--- config.mk ---
export PLATFORM = sky130hd
export DESIGN_NAME = mux_arb_4to1_64bit_flat
export DESIGN_NICKNAME = d
export VERILOG_FILES = /design/src/rtl/mux_arb_pkg.sv /design/src/rtl/mux_arb_4to1_64bit_if.sv /design/src/rtl/mux_arb_4to1_64bit_rr_pick4.sv /design/src/rtl/mux_arb_4to1_64bit.sv /design/src/flat_wrapper.sv
export SDC_FILE = /design/constraint.sdc
export NUM_CORES = 1
export LEC_CHECK = 0
export CAP_MARGIN = 10
export CORE_AREA = 2 2 133 135
export CTS_CLUSTER_DIAMETER = 200
export DETAILED_ROUTE_END_ITERATION = 16
export DIE_AREA = 0 0 135 137
export GPL_TIMING_DRIVEN = 0
export HOLD_SLACK_MARGIN = 0.08
export PLACE_DENSITY_LB_ADDON = 0.12
export SYNTH_ARGS = -nofsm -noshare
export SYNTH_HDL_FRONTEND = slang
export SYNTH_HIERARCHICAL = 1
export SYNTH_SLANG_ARGS = --single-unit
--- constraint.sdc ---
create_clock -name clk -period 7.8 [get_ports clk]
set_input_delay 0.78 -clock clk [delete_from_list [all_inputs] [get_ports clk]]
set_output_delay 0.78 -clock clk [all_outputs]
set_load 0.02 [all_outputs]
--- src/rtl/mux_arb_pkg.sv ---
// Shared types and constants for the 4-way round-robin mux arbiter.
// Optional packet locking is built when MUX_ARB_PKT_LOCK_EN is defined.
package mux_arb_pkg;

  localparam int WIDTH_DEF     = 64;
  localparam int SEL_WIDTH_DEF = 2;
  localparam int NUM_REQ       = 4;

  typedef logic [SEL_WIDTH_DEF-1:0] sel_t;

  // ARB_LOCKED is only reachable when packet locking is built in.
  typedef enum logic {
    ARB_OPEN   = 1'b0,
    ARB_LOCKED = 1'b1
  } arb_state_t;

  // Two-bit index, so the increment wraps 3 -> 0 on its own.
  function automatic sel_t sel_inc(input sel_t s);
    return sel_t'(s + sel_t'(1));
  endfunction

endpackage

--- src/rtl/mux_arb_4to1_64bit_if.sv ---
// Bus bundle for mux_arb_4to1_64bit: four requester payloads plus the output beat.
// in_last/out_last exist only when MUX_ARB_PKT_LOCK_EN is defined.
interface mux_arb_4to1_64bit_if
  import mux_arb_pkg::*;
#(
  parameter int WIDTH     = WIDTH_DEF,
  parameter int SEL_WIDTH = SEL_WIDTH_DEF
) ();

  // Handshake: a beat moves on a rising edge when valid and ready are both high.
  // in_ready may depend combinationally on in_valid and out_ready.
  logic [WIDTH-1:0]     data0;
  logic [WIDTH-1:0]     data1;
  logic [WIDTH-1:0]     data2;
  logic [WIDTH-1:0]     data3;
  logic [3:0]           in_valid;
  logic [3:0]           in_ready;
  logic                 out_valid;
  logic                 out_ready;
  logic [WIDTH-1:0]     out_data;
  logic [SEL_WIDTH-1:0] out_sel;
`ifdef MUX_ARB_PKT_LOCK_EN
  logic [3:0]           in_last;
  logic                 out_last;
`endif
  sel_t                 dbg_ptr;
  arb_state_t           dbg_state;

  modport slave (
    input  data0, data1, data2, data3, in_valid, out_ready,
`ifdef MUX_ARB_PKT_LOCK_EN
    input  in_last,
    output out_last,
`endif
    output in_ready, out_valid, out_data, out_sel, dbg_ptr, dbg_state
  );

  modport master (
    output data0, data1, data2, data3, in_valid, out_ready,
`ifdef MUX_ARB_PKT_LOCK_EN
    output in_last,
    input  out_last,
`endif
    input  in_ready, out_valid, out_data, out_sel, dbg_ptr, dbg_state
  );

endinterface

--- src/rtl/mux_arb_4to1_64bit_rr_pick4.sv ---
// Rotating-priority picker: first set req bit searching ptr, ptr+1, ... modulo 4.
module rr_pick4
  import mux_arb_pkg::*;
(
  input  logic [3:0] req,
  input  sel_t       ptr,
  output logic       gnt_valid,
  output sel_t       gnt_idx
);

  sel_t idx;

  // Walk from the farthest offset down so the nearest hit to ptr wins.
  always_comb begin
    gnt_valid = 1'b0;
    gnt_idx   = ptr;
    idx       = ptr;
    for (int k = 3; k >= 0; k--) begin
      idx = sel_t'(ptr + sel_t'(k));
      if (req[idx]) begin
        gnt_valid = 1'b1;
        gnt_idx   = idx;
      end
    end
  end

endmodule

--- src/rtl/mux_arb_4to1_64bit.sv ---
// 4:1 round-robin arbiter with a single registered output slot (1 beat/cycle).
// Define MUX_ARB_PKT_LOCK_EN to hold the grant until a beat with in_last set.
module mux_arb_4to1_64bit
  import mux_arb_pkg::*;
#(
  parameter int WIDTH     = WIDTH_DEF,
  parameter int SEL_WIDTH = SEL_WIDTH_DEF
) (
  input  logic                  clk,
  input  logic                  rst_n,
  mux_arb_4to1_64bit_if.slave   bus
);

  logic                 out_valid_q, out_valid_d;
  logic [WIDTH-1:0]     out_data_q,  out_data_d;
  logic [SEL_WIDTH-1:0] out_sel_q,   out_sel_d;
  sel_t                 ptr_q,       ptr_d;
  sel_t                 lock_idx_q,  lock_idx_d;
  arb_state_t           state_q,     state_d;
`ifdef MUX_ARB_PKT_LOCK_EN
  logic                 out_last_q,  out_last_d;
`endif

  logic [3:0]       req_eff;
  logic             gnt_valid;
  sel_t             gnt_idx;
  logic [WIDTH-1:0] gnt_data;
  logic             slot_free;
  logic             load;

  // While a packet is in flight only its owner may compete.
  always_comb begin
    req_eff = bus.in_valid;
    if (state_q == ARB_LOCKED) begin
      req_eff = bus.in_valid & (4'b0001 << lock_idx_q);
    end
  end

  rr_pick4 u_pick (
    .req       (req_eff),
    .ptr       (ptr_q),
    .gnt_valid (gnt_valid),
    .gnt_idx   (gnt_idx)
  );

  always_comb begin
    gnt_data = bus.data0;
    case (gnt_idx)
      2'd0:    gnt_data = bus.data0;
      2'd1:    gnt_data = bus.data1;
      2'd2:    gnt_data = bus.data2;
      default: gnt_data = bus.data3;
    endcase
  end

  assign slot_free = !out_valid_q || bus.out_ready;
  assign load      = slot_free && gnt_valid;

  // rst_n gates in_ready so nothing is accepted while reset is held.
  assign bus.in_ready = (rst_n && load) ? (4'b0001 << gnt_idx) : 4'b0000;

  always_comb begin
    out_valid_d = out_valid_q;
    out_data_d  = out_data_q;
    out_sel_d   = out_sel_q;
    ptr_d       = ptr_q;
    lock_idx_d  = lock_idx_q;
    state_d     = state_q;
`ifdef MUX_ARB_PKT_LOCK_EN
    out_last_d  = out_last_q;
`endif
    if (load) begin
      out_valid_d = 1'b1;
      out_data_d  = gnt_data;
      out_sel_d   = SEL_WIDTH'(gnt_idx);
`ifdef MUX_ARB_PKT_LOCK_EN
      out_last_d  = bus.in_last[gnt_idx];
      if (bus.in_last[gnt_idx]) begin
        ptr_d   = sel_inc(gnt_idx);
        state_d = ARB_OPEN;
      end else begin
        lock_idx_d = gnt_idx;
        state_d    = ARB_LOCKED;
      end
`else
      ptr_d   = sel_inc(gnt_idx);
      state_d = ARB_OPEN;
`endif
    end else if (bus.out_ready) begin
      out_valid_d = 1'b0;
    end
  end

  always_ff @(posedge clk or negedge rst_n) begin
    if (!rst_n) begin
      out_valid_q <= 1'b0;
      out_data_q  <= '0;
      out_sel_q   <= '0;
      ptr_q       <= '0;
      lock_idx_q  <= '0;
      state_q     <= ARB_OPEN;
`ifdef MUX_ARB_PKT_LOCK_EN
      out_last_q  <= 1'b0;
`endif
    end else begin
      out_valid_q <= out_valid_d;
      out_data_q  <= out_data_d;
      out_sel_q   <= out_sel_d;
      ptr_q       <= ptr_d;
      lock_idx_q  <= lock_idx_d;
      state_q     <= state_d;
`ifdef MUX_ARB_PKT_LOCK_EN
      out_last_q  <= out_last_d;
`endif
    end
  end

  assign bus.out_valid = out_valid_q;
  assign bus.out_data  = out_data_q;
  assign bus.out_sel   = out_sel_q;
  assign bus.dbg_ptr   = ptr_q;
  assign bus.dbg_state = state_q;
`ifdef MUX_ARB_PKT_LOCK_EN
  assign bus.out_last  = out_last_q;
`endif

endmodule

--- src/flat_wrapper.sv ---
// flat-port wrapper written by rule: the top's interface ports become plain ports
module mux_arb_4to1_64bit_flat import mux_arb_pkg::*;
#(
  parameter int WIDTH     = WIDTH_DEF,
  parameter int SEL_WIDTH = SEL_WIDTH_DEF
)
  (clk, rst_n, bus_data0, bus_data1, bus_data2, bus_data3, bus_in_valid, bus_out_ready, bus_in_ready, bus_out_valid, bus_out_data, bus_out_sel, bus_dbg_ptr, bus_dbg_state);
  mux_arb_4to1_64bit_if #(.WIDTH(WIDTH), .SEL_WIDTH(SEL_WIDTH)) bus_i ();
  input  logic clk;
  input  logic rst_n;
  input wire logic [$bits(bus_i.data0)-1:0] bus_data0;
  input wire logic [$bits(bus_i.data1)-1:0] bus_data1;
  input wire logic [$bits(bus_i.data2)-1:0] bus_data2;
  input wire logic [$bits(bus_i.data3)-1:0] bus_data3;
  input wire logic [$bits(bus_i.in_valid)-1:0] bus_in_valid;
  input wire logic [$bits(bus_i.out_ready)-1:0] bus_out_ready;
  output wire logic [$bits(bus_i.in_ready)-1:0] bus_in_ready;
  output wire logic [$bits(bus_i.out_valid)-1:0] bus_out_valid;
  output wire logic [$bits(bus_i.out_data)-1:0] bus_out_data;
  output wire logic [$bits(bus_i.out_sel)-1:0] bus_out_sel;
  output wire logic [$bits(bus_i.dbg_ptr)-1:0] bus_dbg_ptr;
  output wire logic [$bits(bus_i.dbg_state)-1:0] bus_dbg_state;
  assign bus_i.data0 = bus_data0;
  assign bus_i.data1 = bus_data1;
  assign bus_i.data2 = bus_data2;
  assign bus_i.data3 = bus_data3;
  assign bus_i.in_valid = bus_in_valid;
  assign bus_i.out_ready = bus_out_ready;
  assign bus_in_ready = bus_i.in_ready;
  assign bus_out_valid = bus_i.out_valid;
  assign bus_out_data = bus_i.out_data;
  assign bus_out_sel = bus_i.out_sel;
  assign bus_dbg_ptr = bus_i.dbg_ptr;
  assign bus_dbg_state = bus_i.dbg_state;
  mux_arb_4to1_64bit #(.WIDTH(WIDTH), .SEL_WIDTH(SEL_WIDTH)) u_core (.clk(clk), .rst_n(rst_n), .bus(bus_i));
endmodule
==> Word-level counts from Yosys, hierarchy flattened <==
Cells that the tools add are included.
{ "op_classes": {"n_lt_le_gt_ge": 4, "n_addsub": 4, "n_reduce_logical": 6, "eq_ne": 2, "shifts": 1, "mux": 20} }
{ "ops": {"columns": ["cell", "count"], "rows": [
  ["$pmux W64 S3", 1],
  ["$lt A2 B3 Y1 const B", 4],
  ["$mux W1", 10],
  ["$bmux W1 S2", 4],
  ["$mux W2", 4],
  ["$add A2 B1 Y2 const B", 2],
  ["$add A2 B2 Y2 const B", 2],
  ["$mux W4", 1],
  ["$shl A1 B2 Y4 const A", 1],
  ["$eq A2 B1 Y1 const B", 1],
  ["$eq A2 B2 Y1 const B", 1],
  ["$logic_and A1 B1 Y1", 2],
  ["$logic_not A2 Y1", 1],
  ["$reduce_bool A2 Y1", 1],
  ["$logic_not A1 Y1", 1],
  ["$logic_or A1 B1 Y1", 1]
]} }
{ "totals": {"ff_bits": 69, "in_bits": 263, "out_inout_bits": 74} }

==> Logic depth before layout (Yosys ltp) <==
Gate-level depths: netlist (run 1).
{ "logic_depth": {"word_depth": 10, "ltp_mapped": 10, "mapped_depth_nobuf": 8} }

==> Hierarchy <==
The synthesis (run 1) kept the hierarchy.
{ "by_module_without_submodules": {"columns": ["module", "instances", "area_per_inst_um2", "cells_per_inst", "seq_area_each_um2"], "rows": [
  ["mux_arb_4to1_64bit", 1, 4611.9, 382, 1726.7],
  ["rr_pick4", 1, 100.1, 16, 0.0]
]} }

==> Worst setup path before layout (run 1) <==
Ideal clock, no wire load.
{ "synth_timing": {"path_type": "input port to output port", "startpoint": "in bus_in_valid[0]", "endpoint": "out bus_in_ready[0]", "stages": 8, "path_slack_ps": 4684, "required_time_ps": 7020, "arrival_ps": 2336, "cell_sequence": "and2b_2 -> or4_1 -> nand2_1 -> inv_1 -> ha_1 -> buf_2 -> buf_2 -> and3_1"} }
{ "synth_via": {"word_cells_on_any_way": 20} }
{ "synth_rtl": {"columns": ["item", "line", "rtl"], "rows": [
  ["start, declared", "flat_wrapper.sv:15", "input wire logic [$bits(bus_i.in_valid)-1:0] bus_in_valid;"],
  ["$bmux W1 S2", "mux_arb_4to1_64bit_rr_pick4.sv:20", "if (req[idx]) begin"],
  ["$mux W1 (not written as such)", "mux_arb_4to1_64bit_rr_pick4.sv:20", null],
  ["$mux W2 (3 in a row)", "mux_arb_4to1_64bit_rr_pick4.sv:20", null],
  ["$mux W2 (*)", "mux_arb_4to1_64bit_rr_pick4.sv:20", null],
  ["named net u_core.gnt_idx[1]", "mux_arb_4to1_64bit.sv:26", "sel_t gnt_idx;"],
  ["$shl A1 B2 Y4 (*)", "mux_arb_4to1_64bit.sv:60", "assign bus.in_ready = (rst_n && load) ? (4'b0001 << gnt_idx) : 4'b0000;"],
  ["$mux W4 (*)", "mux_arb_4to1_64bit.sv:60", null],
  ["end, declared", "flat_wrapper.sv:17", "output wire logic [$bits(bus_i.in_ready)-1:0] bus_in_ready;"]
]} }
The timed path passes the listed nets; every way through them passes the cells marked *. The select of a mux whose other input is x is not followed.

==> Worst setup path in the final report (run 1) <==
{ "layout_timing": {"startpoint": "in bus_in_valid[3]", "endpoint": "out bus_in_ready[0]"} }
The elaborated chain is that of the path after synthesis.

==> results.yml, run 1 <==
placed_design:
  io_buffers: 335
  gp_congestion: 0.859
  place_hpwl_um: 14300
  dpl-instance-area_um2: 8370
  place_inst: 959
route:
  drc: 0
  drt_iter0_markers: 298
  vias: 4688
  wl_per_cell_um: 18.6
  wl_um: 18100
  ant_nets: 0
  firstDrtPassIters: 7
  viasPerCell: 4.82
setup_path:
  r2r_cells: 10
  critPathCapture: "bus_in_ready[0]"
  cp.arrival_ns: 3.66
  r2r_setup_slack_ns: 4.80
  cp_max_fo: 10
  endpoint_kind: "output pin"
  required_ns: 7.02
  critPathLaunch: "bus_in_valid[3]"
  timing.rr.end: "u_core/bus.out_data[25]"
  critPathLaunchType: "primary input"
  path_class: "primary input to output pin"
  r2r-start: "u_core/bus.dbg_ptr[0]"
pwr:
  pwr_density_cell_nw_per_um2: 327
  intPower_uw: 1730
  clkPwrFrac_pct: 12.6
  comb_power_share_pct: 65.0
  switchingPower_uw: 1090
  swShare_pct: 38.7
  max-vdd-ir-drop_mv: 0.152
  seq_power_share_pct: 22.4
  total_leakage_power_uw: 0.00382
final_layout:
  area_growth_pct: 82.9
  fin_area_um2: 8620
  drive_gt1_share_pct: 15.4
  fin_nets: 1013
  num_antenna_cells: 0
  final_cell_count_no_fill: 973
synthesis:
  synth.area.top_cells: "dfrtp_1, mux2_4, a222oi_1"
  yosysTopAreaCell: "dfrtp_1"
  synth_seq_cells: 69
  async_flop_share_pct: 100
  yosysWarnings: 6
  ys_types: 28
  syn_area_um2: 4710
  synth_top_area_share_pct: 36.6
  avgSynthCellArea_um2: 11.8
  synth-seq-area-share_pct: 36.6
  synth_nets: 666
  synth_edf_count: 0
  synth_cells: 398
  synth_ff_type: "dfrtp_1"
global_routing:
  grt_use_total_pct: 18.8
  grt_pass1_vias: 4970
  antenna_found_initial: 0
  grt_pass1_wl_um: 26700
  gr-total-overflow: 0
  grt_start_max_net_pins: 59
clock_tree:
  root_buffer: "clkbuf_16"
  htreeDepth: 3
  cts_buffers: 9
  cts_tree: "done"
  clk_latency_ns: 0.33
  cts_sinks: 69
  cts.clk_slew.worst_paths_ns: 0.05
  cts_hold_buffers: 0
  cts_resized: 0
  postCtsSetupBuffers: 0
  cts.path.max_buffers: 2
floorplan:
  die_height_um: 137
  num_io_pins: 337
  coreArea_um2: 17100
  rows: 48
  die_w_um: 135
  die-area_um2: 18500
  start_util_pct: 27.6
timing:
  slew_viol_final: 0
  finClkSkew_ns: 0.00602
  fmax_mhz: 225
  setup_violations: 0
  rsz0062_at_grt: "no"
  fin_crit_sh_pct: 56.9
  final.setup.tns_ns: 0
  period_needed_ns: 4.44
  finalHoldViolations: 0
outcome:
  status: "complete, no violations"
min_path:
  hold_path_class: "primary input to asynchronous set/reset pin"
run:
  drv_cap: 0
## flip-flops by register name, indices dropped and copies added, names as in the netlist
signal                count
u_core/bus.out_data      64
u_core/bus.out_valid      1
u_core/bus.dbg_ptr        2
u_core/bus.out_sel        2
## metrics by stage
stage / worst slack [ns] / power, uW / utilization (%) / hold slack [ns]
CTS: 3.36 / 2850 / 50.5 / 0.298
detailed placement: 3.38 / 2470 / 49.1 / 0.475
floorplan: 4.68 / 1720 / - / 0.484
global route: 3.24 / 2980 / 50.5 / 0.310
global placement: 2.16 / 2450 / 48.9 / 0.468
finish: 3.36 / 2820 / 50.5 / 0.314
## cell usage in the layout (no fill, tap or decap), drive strengths merged, types with 2 or more instances in the layout
cell type,count
mux2i,64
a222oi,64
clkdlybuf4s50,334
nand2b,2
nand2,3
nor2,2
ha,5
buf,37
o21ai,2
mux2,68
and3,4
clkbuf,13
dfrtp,69
and2b,3
clkinv,3
inv,67
## Yosys cell counts (2+ instances only)
| master | number |
|---|---|
| and3_1 | 4 |
| mux2_2 | 13 |
| mux2i_1 | 64 |
| buf_4 | 6 |
| dfrtp_1 | 69 |
| o21ai_0 | 2 |
| nor2_1 | 2 |
| and2b_2 | 2 |
| buf_2 | 15 |
| clkbuf_1 | 2 |
| a222oi_1 | 64 |
| ha_1 | 5 |
| inv_1 | 67 |
| mux2_4 | 49 |
| buf_6 | 14 |
| nand2_1 | 3 |
| mux2_1 | 6 |
## critical path, stage by stage
cell and delay, ns:
clkdlybuf4s50_1 0.55, and3b_1 0.20, or4_1 0.47, nand2_1 0.18
inv_1 0.09, ha_1 0.20, buf_2 0.24, buf_2 0.23
and3_1 0.17, clkdlybuf4s50_1 0.53
## worst min-delay path by stage
stage,endpoint,slack (ns),cells after the start,from
floorplan,u_core/bus.dbg_ptr[0],0.48,0,rst_n
global placement,u_core/bus.out_data[49],0.47,1,u_core/bus.out_data[49]
detailed placement,u_core/bus.out_sel[0],0.48,1,u_core/bus.out_sel[0]
CTS,u_core/bus.out_valid,0.30,1,rst_n
global route,u_core/bus.out_valid,0.31,1,rst_n
finish,u_core/bus.out_valid,0.31,1,rst_n
## power by group through the flow
stage          Clock [uW]  Sequential [uW]  Combinational, uW
5_1_grt               383              653               1950
6_report              356              630               1830
2_1_floorplan           0              839                878
3_3_place_gp            0              629               1820
3_5_place_dp            0              634               1840
4_1_cts               371              632               1850
## final cells by class
type	instances	area [um^2]
inverters	67	251
repair buffers	336	3380
clock buffers	11	233
clock inverters	3	15.0
multi-input cells	225	2450
well taps	225	282
plain buffers	37	285
fillers	1580	8440
flip-flops and latches	69	1730
## cell families after synthesis
family          after synthesis  synth area share (%)
compound gates               69                  14.3
fa+ha+maj                     5                  1.33
buf+inv                     104                  11.4
flops                        69                  36.6
mux                         132                  33.7
other cells                   1                0.0796
simple gates                 18                  2.47
## metal layers
layer | vias to the layer above | global-route usage [%] | routed length [um]
li1 | 2206 | - | -
met1 | 2261 | 21.0 | 6980
met2 | 203 | 35.0 | 9450
met3 | 18 | 4.70 | 1410
met4 | 0 | 5.90 | 237
met5 | - | 0 | 0
Note: power is estimated with default switching activity, not from simulation.
==> run 2: changes to the inputs <==
--- a/config.mk
+++ b/config.mk
@@ -6,10 +6,10 @@
 export NUM_CORES = 1
 export LEC_CHECK = 0
 export CAP_MARGIN = 10
-export CORE_AREA = 2 2 133 135
+export CORE_AREA = 2 2 132 134
 export CTS_CLUSTER_DIAMETER = 200
 export DETAILED_ROUTE_END_ITERATION = 16
-export DIE_AREA = 0 0 135 137
+export DIE_AREA = 0 0 134 136
 export GPL_TIMING_DRIVEN = 0
 export HOLD_SLACK_MARGIN = 0.08
 export PLACE_DENSITY_LB_ADDON = 0.12
==> constraint.sdc (replaced) <==
create_clock -name clk -period 4.1 [get_ports clk]
set_input_delay 0.41 -clock clk [delete_from_list [all_inputs] [get_ports clk]]
set_output_delay 0.41 -clock clk [all_outputs]
set_load 0.02 [all_outputs]
==> run 2 against run 1 <==
Non-clock buffer count rose by 1. Clock power rose by 110%. Clock skew fell by 0.00086 ns. Final cell count rose by 0.21%. Global-route usage rose by 0.41 points. Total power rose by 92%. Sequential power rose by 92%. Via count fell by 0.26%. Worst hold slack improved by 0.13 ns. Final area rose by 0.44%.
==> results.yml, run 2 (synthesis gave the netlist of run 1 again) <==
setup_path:
  required_ns: 3.69
  timing.rr.end: "u_core/bus.out_data[36]"
  cp.arrival_ns: 3.28
  worstPathCellList: "clkdlybuf4s50_1 -> and3b_1 -> or4_1 -> nand2_1 -> inv_1 -> ha_1 -> buf_2 -> buf_2 -> and3_1 -> clkdlybuf4s50_1"
  worst-path-buf-inv: 5
  r2r_cells: 10
  r2r_setup_slack_ns: 1.15
  cp_max_fo: 10
  slowest_delay_ns: 0.56
  cp_slowest_cell: "clkdlybuf4s50_1"
  endpoint_kind: "output pin"
  critPathLaunch: "bus_in_valid[3]"
  r2r-start: "u_core/bus.dbg_ptr[0]"
  cpLargestDelayFamily: "buffers and inverters"
  critPathLaunchType: "primary input"
  path_depth: 10
  path_class: "primary input to output pin"
placed_design:
  gp_congestion: 0.886
  place_inst: 959
  place_hpwl_um: 14200
  io_buffers: 335
pwr:
  comb_power_share_pct: 64.1
  pwr_density_cell_nw_per_um2: 625
  swShare_pct: 38.1
  switchingPower_uw: 2060
  total_leakage_power_uw: 0.00383
  clkPwrFrac_pct: 13.6
  intPower_uw: 3350
  seq_power_share_pct: 22.3
  max-vdd-ir-drop_mv: 0.272
final_layout:
  largest_reg_flops: 64
  drive_gt1_share_pct: 15.2
  final_cell_mix: "clkdlybuf4s50_1, dfrtp_1, inv_1"
  mostFrequentLayoutCell: "clkdlybuf4s50_1"
  fillers: 1507
  area_growth_pct: 83.7
  final_cell_count_no_fill: 975
  num_antenna_cells: 0
  fin_nets: 1014
global_routing:
  grt_start_max_net_pins: 67
  grt_use_total_pct: 19.2
  grt_pass1_vias: 5033
  grt_pass1_wl_um: 27200
  antenna_found_initial: 0
  gr-total-overflow: 0
route:
  wl_um: 18000
  vias: 4676
  ant_nets: 0
  drt_iter0_markers: 355
  firstDrtPassIters: 5
  drc: 0
  viasPerCell: 4.80
  wl_per_cell_um: 18.4
outcome:
  status: "complete, no violations"
clock_tree:
  cts_hold_buffers: 1
  postCtsSetupBuffers: 0
  cts.path.max_buffers: 2
  cts_tree: "done"
  root_buffer: "clkbuf_16"
  clk_latency_ns: 0.32
  cts_buffers: 9
  cts_resized: 0
  cts.clk_slew.worst_paths_ns: 0.05
  cts_sinks: 69
  htreeDepth: 3
timing:
  rsz0062_at_grt: "no"
  finalHoldViolations: 0
  slew_viol_final: 0
  holdWs_ns: 0.449
  finClkSkew_ns: 0.00516
  period_needed_ns: 3.69
  setup_violations: 0
  fmax_mhz: 271
  fin_crit_sh_pct: 89.9
floorplan:
  start_util_pct: 27.9
  rows: 48
  die-area_um2: 18200
  die_height_um: 136
  die_w_um: 134
  coreArea_um2: 16900
  num_io_pins: 337
min_path:
  hold_path_class: "primary input to asynchronous set/reset pin"
run:
  drv_cap: 0
-- run 2: cell types whose count changed in the layout (fill, tap and decap cells not counted), sizes merged --
cell         previous run  this run
dlygate4sd3             0         1
bufinv                  0         1
clkinv                  3         1
clkbuf                 13        15
-- run 2: through the flow --
stage | total power, uW | TNS, ns | util, % | worst slack, ns | instance area (um^2)
final | 5410 | 0 | 51.3 | 0.414 | 8660
after global routing | 5740 | 0 | 51.3 | 0.305 | 8660
after CTS | 5480 | 0 | 51.3 | 0.387 | 8660
after detailed placement | 4700 | 0 | 49.6 | 0.390 | 8370
after global placement | 4660 | -5.39 | 49.5 | -0.760 | 8350
after floorplan | 3270 | 0 | - | 1.50 | 4710
-- run 2: metal layers --
layer / GRT usage [%] / wire length, um / vias up
met4: 6.74 / 399 / 0
met5: 0 / 0 / -
li1: - / - / 2212
met3: 4.92 / 1390 / 27
met2: 35.0 / 9180 / 208
met1: 21.7 / 7010 / 2229
-- run 2: worst max path at each step --
stage / endpoint / slack [ns]
5_1_grt: bus_in_ready[0] / 0.30
2_1_floorplan: u_core/bus.out_data[0] / 1.50
4_1_cts: bus_in_ready[0] / 0.39
3_5_place_dp: bus_in_ready[0] / 0.39
6_report: bus_in_ready[0] / 0.41
3_3_place_gp: bus_in_ready[3] / -0.76
-- run 2: final cells by class --
type	count	area, um^2	share of cell area, %
Timing Repair Buffer	337	3390	39.1
Multi-Input combinational cell	225	2450	28.3
Sequential cell	69	1730	19.9
Buffer	37	285	3.30
Tap cell	225	282	3.25
Inverter	67	251	2.91
Clock buffer	13	240	2.77
Clock inverter	2	35.0	0.405
-- run 2: power groups by stage --
stage          Clock (uW)  Combinational (uW)  Sequential [uW]
3_5_place_dp            0                3490             1220
3_3_place_gp            0                3460             1200
6_report              735                3470             1210
5_1_grt               794                3700             1250
4_1_cts               761                3510             1210
2_1_floorplan           0                1670             1600
-- run 2: worst reg2reg max path: cells and delay by family, from the launching register on --
family | cells | cell delay (ns)
simple gates | 3 | 0.91
buf+inv | 3 | 0.55
flops | 1 | 0.41
mux | 2 | 0.40
compound gates | 1 | 0.35
fa+ha+maj | 1 | 0.20
==> run 3: changes to the inputs <==
--- a/config.mk
+++ b/config.mk
@@ -13,6 +13,7 @@
 export GPL_TIMING_DRIVEN = 0
 export HOLD_SLACK_MARGIN = 0.08
 export PLACE_DENSITY_LB_ADDON = 0.12
+export SKIP_CTS_REPAIR_TIMING = 1
 export SYNTH_ARGS = -nofsm -noshare
 export SYNTH_HDL_FRONTEND = slang
 export SYNTH_HIERARCHICAL = 1
==> results of run 3 <==
Same layout as run 2: the final DEF is identical, and so are final timing and power.
Main changes from that run: via count of the first global-routing pass 5033 -> 5031
